File: src/rtl/tinyodin_obi_loader.sv
// tinyodin_obi_loader
// OBI initiator that copies len_i words from system memory into the tinyODIN
// spike-core window, one read/write pair at a time. It then writes a command
// word to the tinyODIN control register and waits for the finished interrupt.
//
// Ports
//   CLK, RST                 clock, asynchronous active-high reset
//   start_i                  start request, sampled only while idle
//   abort_i                  abort request, latched until the FSM returns idle
//   src_addr_i, dst_addr_i   word-aligned source / destination base addresses
//   len_i                    number of words to copy (0 = command only)
//   ctrl_addr_i, ctrl_data_i control register address and command word
//   intr_ODIN_finished_i     tinyODIN finished interrupt (level)
//   req_o/gnt_i/addr_o/we_o/be_o/wdata_o/rvalid_i/rdata_i  OBI initiator port
//   busy_o                   high in every state except IDLE
//   done_o, aborted_o        one-cycle completion pulses (mutually exclusive)
module tinyodin_obi_loader #(
    parameter int ADDR_W = 32,
    parameter int DATA_W = 32,
    parameter int LEN_W  = 16
) (
    input  logic                CLK,
    input  logic                RST,
    input  logic                start_i,
    input  logic                abort_i,
    input  logic [ADDR_W-1:0]   src_addr_i,
    input  logic [ADDR_W-1:0]   dst_addr_i,
    input  logic [LEN_W-1:0]    len_i,
    input  logic [ADDR_W-1:0]   ctrl_addr_i,
    input  logic [DATA_W-1:0]   ctrl_data_i,
    input  logic                intr_ODIN_finished_i,
    output logic                req_o,
    input  logic                gnt_i,
    output logic [ADDR_W-1:0]   addr_o,
    output logic                we_o,
    output logic [DATA_W/8-1:0] be_o,
    output logic [DATA_W-1:0]   wdata_o,
    input  logic                rvalid_i,
    input  logic [DATA_W-1:0]   rdata_i,
    output logic                busy_o,
    output logic                done_o,
    output logic                aborted_o
);

    typedef enum logic [3:0] {
        IDLE,
        RD_REQ,
        RD_RSP,
        WR_REQ,
        WR_RSP,
        CMD_REQ,
        CMD_RSP,
        WAIT_FIN,
        DONE
    } state_t;

    state_t            state_reg, state_next;
    logic [ADDR_W-1:0] src_reg, dst_reg, ctrl_addr_reg;
    logic [DATA_W-1:0] ctrl_data_reg, buf_reg;
    logic [LEN_W-1:0]  len_reg, idx_reg;
    logic              abort_reg;

    logic              abort_any;
    logic              last_word;
    logic [LEN_W-1:0]  idx_inc;
    logic [ADDR_W-1:0] word_off;

    // An abort raised in the very cycle a response completes still counts.
    assign abort_any = abort_reg | abort_i;
    assign idx_inc   = idx_reg + LEN_W'(1);
    assign last_word = (idx_inc == len_reg);
    // Byte offset of the current word; address sums wrap modulo 2^ADDR_W.
    assign word_off  = ADDR_W'(idx_reg) << 2;
    assign be_o      = {(DATA_W/8){1'b1}};

    always_ff @(posedge CLK or posedge RST) begin
        if (RST) begin
            state_reg     <= IDLE;
            src_reg       <= '0;
            dst_reg       <= '0;
            len_reg       <= '0;
            ctrl_addr_reg <= '0;
            ctrl_data_reg <= '0;
            idx_reg       <= '0;
            buf_reg       <= '0;
            abort_reg     <= 1'b0;
        end else begin
            state_reg <= state_next;

            if (state_reg == IDLE && start_i) begin
                src_reg       <= src_addr_i;
                dst_reg       <= dst_addr_i;
                len_reg       <= len_i;
                ctrl_addr_reg <= ctrl_addr_i;
                ctrl_data_reg <= ctrl_data_i;
                idx_reg       <= '0;
            end

            if (state_reg == RD_RSP && rvalid_i) begin
                buf_reg <= rdata_i;
            end

            if (state_reg == WR_RSP && rvalid_i) begin
                idx_reg <= idx_inc;
            end

            // The latch is cleared while idle so an abort seen there is
            // dropped; DONE keeps it so the pulse type stays decided.
            if (state_reg == IDLE) begin
                abort_reg <= 1'b0;
            end else if (state_reg != DONE && abort_i) begin
                abort_reg <= 1'b1;
            end
        end
    end

    always_comb begin
        state_next = state_reg;
        req_o      = 1'b0;
        we_o       = 1'b0;
        addr_o     = '0;
        wdata_o    = '0;
        busy_o     = 1'b1;
        done_o     = 1'b0;
        aborted_o  = 1'b0;

        unique case (state_reg)
            IDLE: begin
                busy_o = 1'b0;
                if (start_i) begin
                    state_next = (len_i == '0) ? CMD_REQ : RD_REQ;
                end
            end
            RD_REQ: begin
                req_o  = 1'b1;
                addr_o = src_reg + word_off;
                if (gnt_i) state_next = RD_RSP;
            end
            RD_RSP: begin
                if (rvalid_i) state_next = abort_any ? DONE : WR_REQ;
            end
            WR_REQ: begin
                req_o   = 1'b1;
                we_o    = 1'b1;
                addr_o  = dst_reg + word_off;
                wdata_o = buf_reg;
                if (gnt_i) state_next = WR_RSP;
            end
            WR_RSP: begin
                if (rvalid_i) begin
                    if (abort_any)      state_next = DONE;
                    else if (last_word) state_next = CMD_REQ;
                    else                state_next = RD_REQ;
                end
            end
            CMD_REQ: begin
                req_o   = 1'b1;
                we_o    = 1'b1;
                addr_o  = ctrl_addr_reg;
                wdata_o = ctrl_data_reg;
                if (gnt_i) state_next = CMD_RSP;
            end
            CMD_RSP: begin
                if (rvalid_i) state_next = abort_any ? DONE : WAIT_FIN;
            end
            WAIT_FIN: begin
                // Abort takes priority over a simultaneous finish.
                if (abort_any || intr_ODIN_finished_i) state_next = DONE;
            end
            DONE: begin
                done_o     = ~abort_reg;
                aborted_o  = abort_reg;
                state_next = IDLE;
            end
            default: begin
                state_next = IDLE;
            end
        endcase
    end

endmodule

File: config.mk
export PLATFORM = sky130hd
export DESIGN_NAME = tinyodin_obi_loader
export DESIGN_NICKNAME = d
export VERILOG_FILES = /design/src/rtl/tinyodin_obi_loader.sv
export SDC_FILE = /design/constraint.sdc
export NUM_CORES = 1
export LEC_CHECK = 0
export ABC_AREA = 1
export CAP_MARGIN = 20
export CORE_ASPECT_RATIO = 0.75
export CORE_MARGIN = 4
export CORE_UTILIZATION = 32
export DETAILED_ROUTE_END_ITERATION = 16
export GPL_ROUTABILITY_DRIVEN = 0
export PLACE_DENSITY = 0.57
export SLEW_MARGIN = 5
export SYNTH_ARGS = -nofsm -noshare
export SYNTH_HDL_FRONTEND = slang
export SYNTH_SLANG_ARGS = --single-unit
File: constraint.sdc
create_clock -name CLK -period 12.33 [get_ports CLK]
set_input_delay 3.0825 -clock CLK [delete_from_list [all_inputs] [get_ports CLK]]
set_output_delay 3.0825 -clock CLK [all_outputs]
set_load 0.01 [all_outputs]
Word level (Yosys, flattened, before mapping). Cells that the tools add are included.

Output and inout bits: 73. Bits of input ports: 183. Word-level logic and storage cells: 69. Flip-flop bits (word level): 197.

Multiplexer cells: 25. Bitwise operators: 2. Reductions and logical operators: 12. Eq/ne operators: 18. $add $sub $neg: 3.

Operator list (count): case mux 32 bit (3 select lines) (1); adder 32 x 18 -> 32 bit (2); case mux 32 bit (2 select lines) (1); 2-to-1 mux 4 bit (11); 2-to-1 mux 16 bit (2); case mux 4 bit (8 select lines) (1); adder 16 x 1 -> 16 bit, second input constant (1); equality test 16 bit (1); equality test 4 x 3 -> 1 bit, second input constant (4); zero test 16 bit (1); inequality test 2 bit, second input constant (8); equality test 4 x 2 -> 1 bit, second input constant (2); AND reduction 8 bit (1); 2-to-1 mux 1 bit (7); 2-to-1 mux 3 bit (2); equality test 4 x 1 -> 1 bit, second input constant (1); equality test 4 bit, second input constant (1); logical AND 1 bit (4); zero test 4 bit (1); inequality test 4 bit, second input constant (1); nonzero test 2 bit (2); OR reduction 3 bit (1); OR reduction 2 bit (1); logical OR 1 bit (1); other kinds (2) (2).

Logic depth before layout (Yosys ltp). Gate-level depths: netlist of the first run.

Depth in word-level cells: 6. Depth in mapped cells: 23. Gate-level depth less buffers: 20.

Worst setup path after synthesis of the first run. No wires, ideal clock.

Kind: reg2out. From: reg state_reg[2]. To: out addr_o[20]. Cell stages (with the launch flop): 22. Data required time: 9.247 ns. Arrival: 2.865 ns. Setup slack: 6.383 ns. Cell sequence: dfrtp_1 nor2_2 nand2_2 buf_6 clkbuf_1 buf_1 nand2_1 o21ai_0 ha_1 fa_1 nand2_1 nand2_1 o21a_1 nand2_1 nand2_1 nand3_1 nand2_1 nand2_1 nand2_1 nand2_1 nand2_1 o22ai_1.

Cells in the longest elaborated chain, start to end: 2. Elaborated cells on any way between the ends: 4. Those cells by class: 3 x eq/ne; 1 x mux.

Ends and longest elaborated chain: start: declaration (line 57) `state_t state_reg, state_next;`; start signal: assignment (line 88) `state_reg <= state_next;`; equality test 4 x 3 -> 1 bit (tied with other cells) (line 127) `unique case (state_reg)`; case mux 32 bit (3 select lines) * (line 127); end: declaration (line 34) `output logic [ADDR_W-1:0] addr_o,`.

Every way passes the cells marked *; elsewhere a longest branch is shown, timed or not.

Final worst setup path of the first run.
From: reg state_reg[1]. To: out addr_o[19].

Same word-level chain as after synthesis.

==> qor.csv, run 1 <==
metric;value;unit
synthArstFlopShare;100;%
final_hold_viol_count;0;
ys_ff_latch;197;
r2r-end;state_reg[2]$_DFFE_PP0P_;
hold_depth;1;
wl_per_cell;16.4;um
swShare;39.3;%
met2_usage;28.2;%
synth-main-ff-cell;dfrtp_1;
p_switching;1210;uW
synthToLayoutAreaGrowth;33.2;%
cp_slowest_cell;o21ai_0;
io_buffers;251;
drcViolationCount;0;
grt.met1_usage;25.4;%
hold_class;reg2reg;
core_area;0.0325;mm2
ir_drop;0.173;mV
p_int;1870;uW
power_density;218;mW/mm2
top_usage_layer;met2;
cap_violations;0;
cp_num_cells;15;
placed_cell_area;0.0135;mm2
grt_max_degree;249;
vias;9569;
yosysTopAreaCell;dfrtp_1;
stdcell_area;0.0141;mm2
crit_family;compound AO/OA/AOI/OAI gates;
overflow;0;
first_pass_iters;5;
cts_tree;built;
dp_cells;1992;
hp-start;src_reg[29]$_DFFE_PP0P_;
drv_slew;0;
yosysTopAreaCellShare;46.6;%
grt_pass1_wl;51600;um
synthMostInstantiatedCell;nand2_1;
period_minus_slack;8.10;ns
antenna_found_initial;3;
grt.total_usage;18.3;%
r2r-start;state_reg[0]$_DFFE_PP0P_;
start_util;32.6;%
post_cts_resized;0;
numCtsBuffers;17;
clk_latency;0.45;ns
ys_warn_count;0;
outcome;finished, final reports clean;
cpPeakStageDelay;0.71;ns
crit_required;9.25;ns
worst-slew-pin-transition;1.05;ns
num_rows;57;
die_area;0.0361;mm2
critPathBufInv;3;
cp-end-kind;output port;
clock_power_share;20.1;%
pwr-share-comb;45.7;%
final.period_utilization;65.7;%
fmax;124;MHz
start_kind;register;
setup-tns-final;0;ns
path_class;reg2out;
maxSlewHeadroom;30.1;%
clock-sinks;197;
die_w;218;um
post_cts_buffers;0;
drt_iter0_drc;621;
yosysSeqAreaShare;46.6;%
routed_wl;33200;um
routed_via_density;4.73;
path_common_cell;nand2_1;
fin_ws;4.23;ns
drive_gt1_share;7.59;%
reg2reg_slack;9.72;ns
drt.antenna.violating_nets;0;
leakage;0.00640;uW
worst-r2r-cell-count;13;
cts_hold_buf;0;
num-nets-final;1774;
cts.clk_slew.worst_paths;0.07;ns
io_pins;256;
fillerInstances;3333;
cp.arrival;5.01;ns
yosys-top-cells-area;dfrtp_1, nand2_1, o21ai_0;
synth-edff-count;0;
hpwl;24400;um
synth_cell_types;43;
place_ws;4.74;ns
skew;0.0106;ns
synthCells;1346;
die_h;166;um
fin_cells;2024;
grt.met3_usage;5.05;%
postSynthAreaPerCell;7.87;um2
synth_common_cells;nand2_1, inv_1, dfrtp_1;
setup_viol_count_final;0;
ctsHtreeMaxLevel;4;
final_util;43.4;%
grt_setup_unrepaired;false;
crit_chain;nand2_2 > inv_1 > nand2_2 > buf_4 > o21ai_0 > ha_1 > nand3_1 > nand2_1 > a21oi_1 > o21ai_0 > nand2_1 > nand2_1 > nor2_1 > o22ai_1 > clkdlybuf4s50_1;
cts_max_path_buffers;2;
power_frac_seq;34.1;%
hold_end;src_reg[29]$_DFFE_PP0P_;
first_global_vias;9410;
syn_area;0.0106;mm2
cp_max_fo;58;
cts_root_buf;clkbuf_16;
## cells by family after synthesis
group / share of synthesized area (%)
multiplexers: 4.36
flip-flops: 46.6
adder cells (fa/ha/maj): 2.67
AO/OA/AOI/OAI: 15.9
other: 0.0354
buffers and inverters: 9.89
AND/OR/NAND/NOR: 20.1
XOR/XNOR: 0.461
## worst max path at each step
stage                             start               endpoint  slack (ns)
2_1_floorplan                       RST  abort_reg$_DFFE_PP0P_        3.88
3_3_place_gp   state_reg[1]$_DFFE_PP0P_             addr_o[19]        4.84
3_5_place_dp   state_reg[1]$_DFFE_PP0P_             addr_o[19]        4.74
4_1_cts        state_reg[1]$_DFFE_PP0P_             addr_o[19]        4.22
5_1_grt        state_reg[1]$_DFFE_PP0P_             addr_o[19]        3.85
6_report       state_reg[1]$_DFFE_PP0P_             addr_o[19]        4.23
## area by class of cell
class	instances	area [um2]	area share [%]
repair buffers	257	2570	18.2
diodes	1	2.50	0.0177
well taps	442	553	3.92
clock inverters	10	170	1.21
clock buffers	21	470	3.34
multi-input cells	891	4630	32.8
inverters	205	777	5.51
flip-flops and latches	197	4930	35.0
## worst reg2reg max path: stages (launching register included)
cell and delay, ns:
dfrtp_1 0.41, inv_1 0.14, nor2_1 0.07, nand2_1 0.15, nor2_2 0.14, inv_2 0.39
buf_4 0.52, nand2_1 0.19, a21oi_1 0.18, o21ai_1 0.09, inv_1 0.06, nand2_1 0.06
nand2_1 0.05, nand2_1 0.05
## metal layers
layer / up-vias / wire [um]
met3: 40 / 2040
met2: 247 / 15000
met1: 4487 / 15500
met4: 6 / 665
met5: - / 46
li1: 4789 / -
## stage by stage
stage	power, uW	hold slack (ns)
final	3070	0.506
after global routing	3330	0.525
after CTS	3110	0.511
after detailed placement	2480	0.495
after global placement	2460	0.487
after floorplan	1950	0.475
## cell usage in the layout, fill, tap and decap left out, types with 2 or more instances in the layout
master and count:
o21ai_0 162, o21bai_1 2, mux2_2 41, o22ai_1 50, nand2_2 10, clkinvlp_4 2, nor3_2 2, o21ai_1 12
xor2_1 3, clkinv_4 2, a21oi_1 61, conb_1 4, buf_4 5, ha_1 21, inv_6 2, nor2_4 3
a21boi_0 2, o21a_1 3, nand4_1 3, nand2_1 312, o21ai_2 9, and2_1 3, a21o_1 3, nor3_1 2
nand3_1 63, clkdlybuf4s50_1 251, bufinv_16 4, nor2_2 7, nor4_1 5, o221ai_1 3, dfrtp_1 197, clkbuf_8 3
nor2_1 95, inv_1 196, inv_2 7, clkbuf_16 17
## power groups by stage
stage / logic [uW] / registers (uW) / clock network [uW]
after floorplan: 927 / 1020 / 0
after global placement: 1400 / 1060 / 0
after detailed placement: 1410 / 1060 / 0
after CTS: 1420 / 1050 / 637
after global routing: 1590 / 1080 / 661
final: 1410 / 1050 / 618
No activity file was read; power rests on OpenSTA's default activity.
==> inputs of run 2 (changes only) <==
Settings changed: PLACE_DENSITY 0.57 to 0.59.
Clock period 12.33 ns to 7.2 ns, I/O delays scaled along.
==> qor.csv, run 2 (synthesized netlist as in run 1, its figures left out) <==
metric;value;unit;change
outcome;finished, final reports clean;;
n_antenna_cell;0;;-1
routed_wl;33300;um;+0.12%
drv_slew;0;;unchanged
power;5260;uW;+71%
fmax;163;MHz;
routed_via_density;4.72;;-0.24%
core_area;0.0325;mm2;unchanged
io_pins;256;;unchanged
cts_hold_buf;0;;unchanged
grt_setup_unrepaired;false;;
die_h;166;um;unchanged
maxSlewHeadroom;37.4;%;+7.3 points
clk_latency;0.46;ns;about the same
start_kind;register;;
top_usage_layer;met2;;
overflow;0;;unchanged
synthToLayoutAreaGrowth;33.2;%;about the same
cp.arrival;4.34;ns;-0.67 ns
cp_max_fo;55;;-5.2%
ir_drop;0.187;mV;+7.9%
stdcell_area;0.0141;mm2;about the same
crit_required;5.40;ns;-3.85 ns
num-nets-final;1774;;unchanged
numCtsBuffers;17;;unchanged
met2_usage;27.5;%;-0.65 points
p_int;3170;uW;+70%
grt.met3_usage;6.04;%;+0.99 points
post_cts_buffers;0;;unchanged
first_global_vias;9357;;-0.56%
path_common_cell;nand2_1;;
clock_power_share;19.8;%;-0.3 points
swShare;39.7;%;+0.42 points
cp-end-kind;output port;;
hold_class;reg2reg;;
p_switching;2090;uW;+73%
skew;0.0138;ns;+0.00326 ns
final_hold_viol_count;0;;unchanged
cap_violations;0;;unchanged
path_class;reg2out;;
cts_max_path_buffers;2;;unchanged
setup_viol_count_final;0;;unchanged
grt.met1_usage;25.0;%;-0.43 points
antenna_found_initial;2;;-1
die_w;218;um;unchanged
power_density;373;mW/mm2;+71%
post_cts_resized;0;;unchanged
die_area;0.0361;mm2;unchanged
cts_tree;built;;
hp-start;src_reg[29]$_DFFE_PP0P_;;
drive_gt1_share;7.59;%;unchanged
cp_slowest_cell;buf_4;;
setup-tns-final;0;ns;unchanged
fin_cells;2023;;-0.049%
cts_root_buf;clkbuf_16;;
grt_pass1_wl;51000;um;-1.3%
r2r-start;state_reg[0]$_DFFE_PP0P_;;
drt_iter0_drc;681;;+9.7%
pwr-share-comb;46.0;%;+0.3 points
clock-sinks;197;;unchanged
final.period_utilization;85.2;%;
grt.total_usage;18.1;%;-0.17 points
crit_chain;nand2_2 > inv_1 > nand2_2 > buf_4 > o21ai_0 > ha_1 > nand2_1 > nor2_1 > nand3_1 > nand2_1 > nand2_1 > a21oi_1 > o21ai_1 > o21ai_0 > clkdlybuf4s50_1;;
dp_cells;1992;;unchanged
drt.antenna.violating_nets;0;;unchanged
layout_common_cells;nand2_1, clkdlybuf4s50_1, dfrtp_1;;
grt_max_degree;229;;-8.0%
io_buffers;251;;unchanged
cts.clk_slew.worst_paths;0.07;ns;about the same
vias;9541;;-0.29%
start_util;32.6;%;unchanged
period_minus_slack;6.14;ns;
crit_start;state_reg[1]$_DFFE_PP0P_;;
wl_per_cell;16.4;um;+0.17%
worst-slew-pin-transition;0.939;ns;-0.109 ns
mostFrequentLayoutCell;nand2_1;;
leakage;0.00639;uW;about the same
first_pass_iters;6;;+1
drcViolationCount;0;;unchanged
hpwl;24300;um;-0.31%
placed_cell_area;0.0135;mm2;about the same
num_rows;57;;unchanged
ctsHtreeMaxLevel;4;;unchanged
power_frac_seq;34.2;%;about the same
cpPeakStageDelay;0.63;ns;-0.08 ns
run 2: cell count changes in the layout (fill, tap and decap cells not counted):
cell and delta:
buf_12 +1, inv_6 +1, bufinv_16 -1, clkbuf_8 +1
clkinv_4 -1, buf_4 -1, diode_2 -1
run 2: final timing paths:
| kind | endpoint | slack [ns] | cells after the start |
|---|---|---|---|
| setup / recovery | addr_o[22] | 1.06 | 15 |
| hold / removal | src_reg[29]$_DFFE_PP0P_ | 0.51 | 1 |
| setup reg to reg | src_reg[1]$_DFFE_PP0P_ | 4.47 | 7 |
| hold reg to reg | src_reg[29]$_DFFE_PP0P_ | 0.51 | 1 |
| max in group asynchronous | idx_reg[9]$_DFFE_PP0P_ | 4.33 | 3 |
| min in group asynchronous | buf_reg[24]$_DFFE_PP0P_ | 1.84 | 2 |
run 2: critical path, delay by kind of cell, from the launching register on:
| kind | cells | cell delay [ns] |
|---|---|---|
| AO/OA/AOI/OAI | 4 | 0.51 |
| flip-flops | 1 | 0.42 |
| adder cells (fa/ha/maj) | 1 | 0.42 |
| AND/OR/NAND/NOR | 7 | 1.22 |
| buffers and inverters | 3 | 1.27 |
run 2: final cells by class:
cell class	instances	area, um2
clock buffer	22	484
clock inverter	9	140
fill	3314	18400
inverter	205	777
multi-input combinational	891	4630
sequential	197	4930
tap	442	553
timing repair buffer	257	2580
run 2: layer usage:
layer | vias to the layer above | routed length, um
met5 | - | 26
met4 | 4 | 605
met3 | 36 | 2270
met2 | 264 | 14900
met1 | 4455 | 15500
li1 | 4782 | -
run 2: power groups by stage:
stage / sequential (uW) / clock, uW / combinational, uW
finish: 1800 / 1040 / 2420
global route: 1860 / 1120 / 2720
CTS: 1800 / 1060 / 2450
detailed placement: 1820 / 0 / 2430
global placement: 1810 / 0 / 2390
floorplan: 1750 / 0 / 1590
run 2: stage by stage:
stage          hold slack (ns)  setup slack, ns  util (%)
3_3_place_gp             0.487             1.62      41.4
4_1_cts                  0.509             1.05      43.4
5_1_grt                  0.522            0.609      43.4
2_1_floorplan            0.475           0.0310         -
6_report                 0.506             1.06      43.4
3_5_place_dp             0.491             1.57      41.4
==> inputs of run 3 (changes only) <==
Settings changed: ABC_AREA 1 to 0.
==> qor.csv, run 3 <==
metric;value;unit;change
clock-sinks;197;;unchanged
clk_latency;0.45;ns;about the same
synthXorXnorAreaFrac;3.89;%;+3.4 points
postSynthAreaPerCell;11.5;um2;+46%
synthCells;898;;-33%
cp-end-kind;output port;;
drt.antenna.violating_nets;0;;unchanged
grt_setup_unrepaired;false;;
die_w;216;um;-1.2%
core_area;0.0315;mm2;-3.0%
synth_compound_area_share;10.9;%;-5.0 points
power_density;366;mW/mm2;-1.8%
drt_iter0_drc;535;;-21%
synthMostInstantiatedCell;dfrtp_1;;
synth_common_cells;dfrtp_1, mux2_2, nand2_1;;
grt_max_degree;85;;-63%
start_kind;register;;
outcome;finished, final reports clean;;
holdWs;0.506;ns;-0.000646 ns
hold_class;reg2reg;;
io_pins;256;;unchanged
drv_slew;0;;unchanged
cts_root_buf;clkbuf_16;;
worst-slew-pin-transition;0.951;ns;+0.0120 ns
final_util;43.7;%;+0.30 points
period_minus_slack;6.71;ns;+0.577 ns
layout_common_cells;clkdlybuf4s50_1, dfrtp_1, mux2_2;;
crit_required;5.40;ns;about the same
num-nets-final;1326;;-25%
final.period_utilization;93.2;%;+8.0 points
antenna_found_initial;2;;unchanged
cts.clk_slew.worst_paths;0.07;ns;about the same
grt.total_usage;17.2;%;-0.86 points
grt_pass1_wl;47000;um;-7.8%
yosysTopAreaCellShare;47.7;%;+1.1 points
synth_cell_types;57;;+33%
stdcell_area;0.0138;mm2;-2.4%
num_rows;56;;-1.8%
ir_drop;0.180;mV;-3.4%
maxSlewHeadroom;36.6;%;-0.80 points
path_class;reg2out;;
hpwl;22300;um;-8.3%
mostFrequentLayoutCell;clkdlybuf4s50_1;;
first_pass_iters;5;;-1
synthToLayoutAreaGrowth;33.2;%;about the same
cap_violations;0;;unchanged
leakage;0.00561;uW;-12%
synthAdderAreaFrac;2.74;%;+0.066 points
cts_max_path_buffers;2;;unchanged
overflow;0;;unchanged
io_buffers;251;;unchanged
vias;7777;;-18%
routed_via_density;5.04;;+6.9%
final_hold_viol_count;0;;unchanged
start_util;32.8;%;+0.22 points
drcViolationCount;0;;unchanged
skew;0.00695;ns;-0.00688 ns
yosysTopAreaCell;dfrtp_1;;
setup-tns-final;0;ns;unchanged
post_cts_resized;0;;unchanged
first_global_vias;7862;;-16%
yosysSeqAreaShare;47.7;%;+1.1 points
power;5040;uW;-4.1%
synth_top_family_by_area;multiplexers;;
synthArstFlopShare;100;%;unchanged
synth_mux_area_share;23.0;%;+19 points
ys_warn_count;0;;unchanged
die_area;0.0353;mm2;-2.3%
cts_hold_buf;0;;unchanged
setup_viol_count_final;0;;unchanged
synth-main-ff-cell;dfrtp_1;;
die_h;164;um;-1.1%
numCtsBuffers;17;;unchanged
cts_tree;built;;
cp.arrival;4.91;ns;+0.57 ns
yosys.area_share.simple;8.81;%;-11 points
fmax;149;MHz;-8.6%
placed_cell_area;0.0132;mm2;-2.1%
wl_per_cell;19.8;um;+20%
yosys-top-cells-area;dfrtp_1, mux2_2, a22o_1;;
ys_ff_latch;197;;unchanged
post_cts_buffers;0;;unchanged
ctsHtreeMaxLevel;4;;unchanged
syn_area;0.0103;mm2;-2.4%
routed_wl;30500;um;-8.2%
drive_gt1_share;21.9;%;+14 points
synth-edff-count;0;;unchanged
cp_max_fo;17;;-69%
run 3: cell count changes after synthesis, sizes merged, moves of 19 or more:
cell / previous run / this run
xnor2: 0 / 23
nor2: 105 / 31
a21oi: 61 / 32
nand3: 64 / 21
nand2: 323 / 63
o22ai: 50 / 1
mux2: 41 / 196
o21ai: 183 / 59
a22o: 0 / 37
inv: 204 / 7
xor2: 3 / 22
run 3: path summary, 6_finish.rpt:
path | startpoint | endpoint | slack (ns) | depth (start not counted)
max | state_reg[2]$_DFFE_PP0P_ | addr_o[30] | 0.49 | 14
min | dst_reg[13]$_DFFE_PP0P_ | dst_reg[13]$_DFFE_PP0P_ | 0.51 | 1
max reg2reg | idx_reg[1]$_DFFE_PP0P_ | state_reg[2]$_DFFE_PP0P_ | 3.97 | 9
min reg2reg | dst_reg[13]$_DFFE_PP0P_ | dst_reg[13]$_DFFE_PP0P_ | 0.51 | 1
max in group asynchronous | RST | buf_reg[19]$_DFFE_PP0P_ | 4.14 | 3
min in group asynchronous | RST | buf_reg[21]$_DFFE_PP0P_ | 1.79 | 2
run 3: cells by family (layout without fill, tap and decap cells):
group,Yosys count,in the layout
muxes,213,213
AOI/OAI and AO/OA,173,173
DFF,197,197
and+or+nand+nor,182,182
other,1,6
xor gates and xnor gates,45,45
buffers and inverters,65,298
adders and majority gates,22,22
run 3: layer usage:
metal | GRT usage [%] | part of all wire [%]
met5 | 0 | 0
met4 | 4.48 | 1.1
met3 | 5.32 | 6.2
met2 | 23.8 | 42
met1 | 25.9 | 51
run 3: critical path, cell delays in order, from the launching register on:
cell             delay [ns]
dfrtp_1                0.57
nor2_1                 0.21
and3_4                 0.39
mux2_2                 0.38
ha_1                   0.21
fa_1                   0.42
a21o_1                 0.20
a21oi_1                0.26
o211ai_1               0.16
a21oi_1                0.22
a22o_1                 0.33
nor3_1                 0.11
xor2_1                 0.17
o21ai_0                0.23
clkdlybuf4s50_1        0.59
run 3: power by group:
group | internal (uW) | total, uW | switching, uW
Clock | 487 | 967 | 480
Combinational | 1160 | 2090 | 928
Sequential | 1630 | 1990 | 358
Total | 3280 | 5040 | 1770
run 3: final cells by class:
type	count	area, um2
antenna	2	5.00
clock buffer	17	425
clock inverter	15	143
fill	3014	17800
inverter	7	33.8
multi-input combinational	639	5130
sequential	197	4930
tap	406	508
timing repair buffer	259	2580
run 3: stage by stage:
stage	cells	worst slack, ns
6_report	1542	0.486
2_1_floorplan	901	0.0310
3_3_place_gp	1508	1.02
3_5_place_dp	1508	0.945
4_1_cts	1540	0.415
5_1_grt	1542	0.169
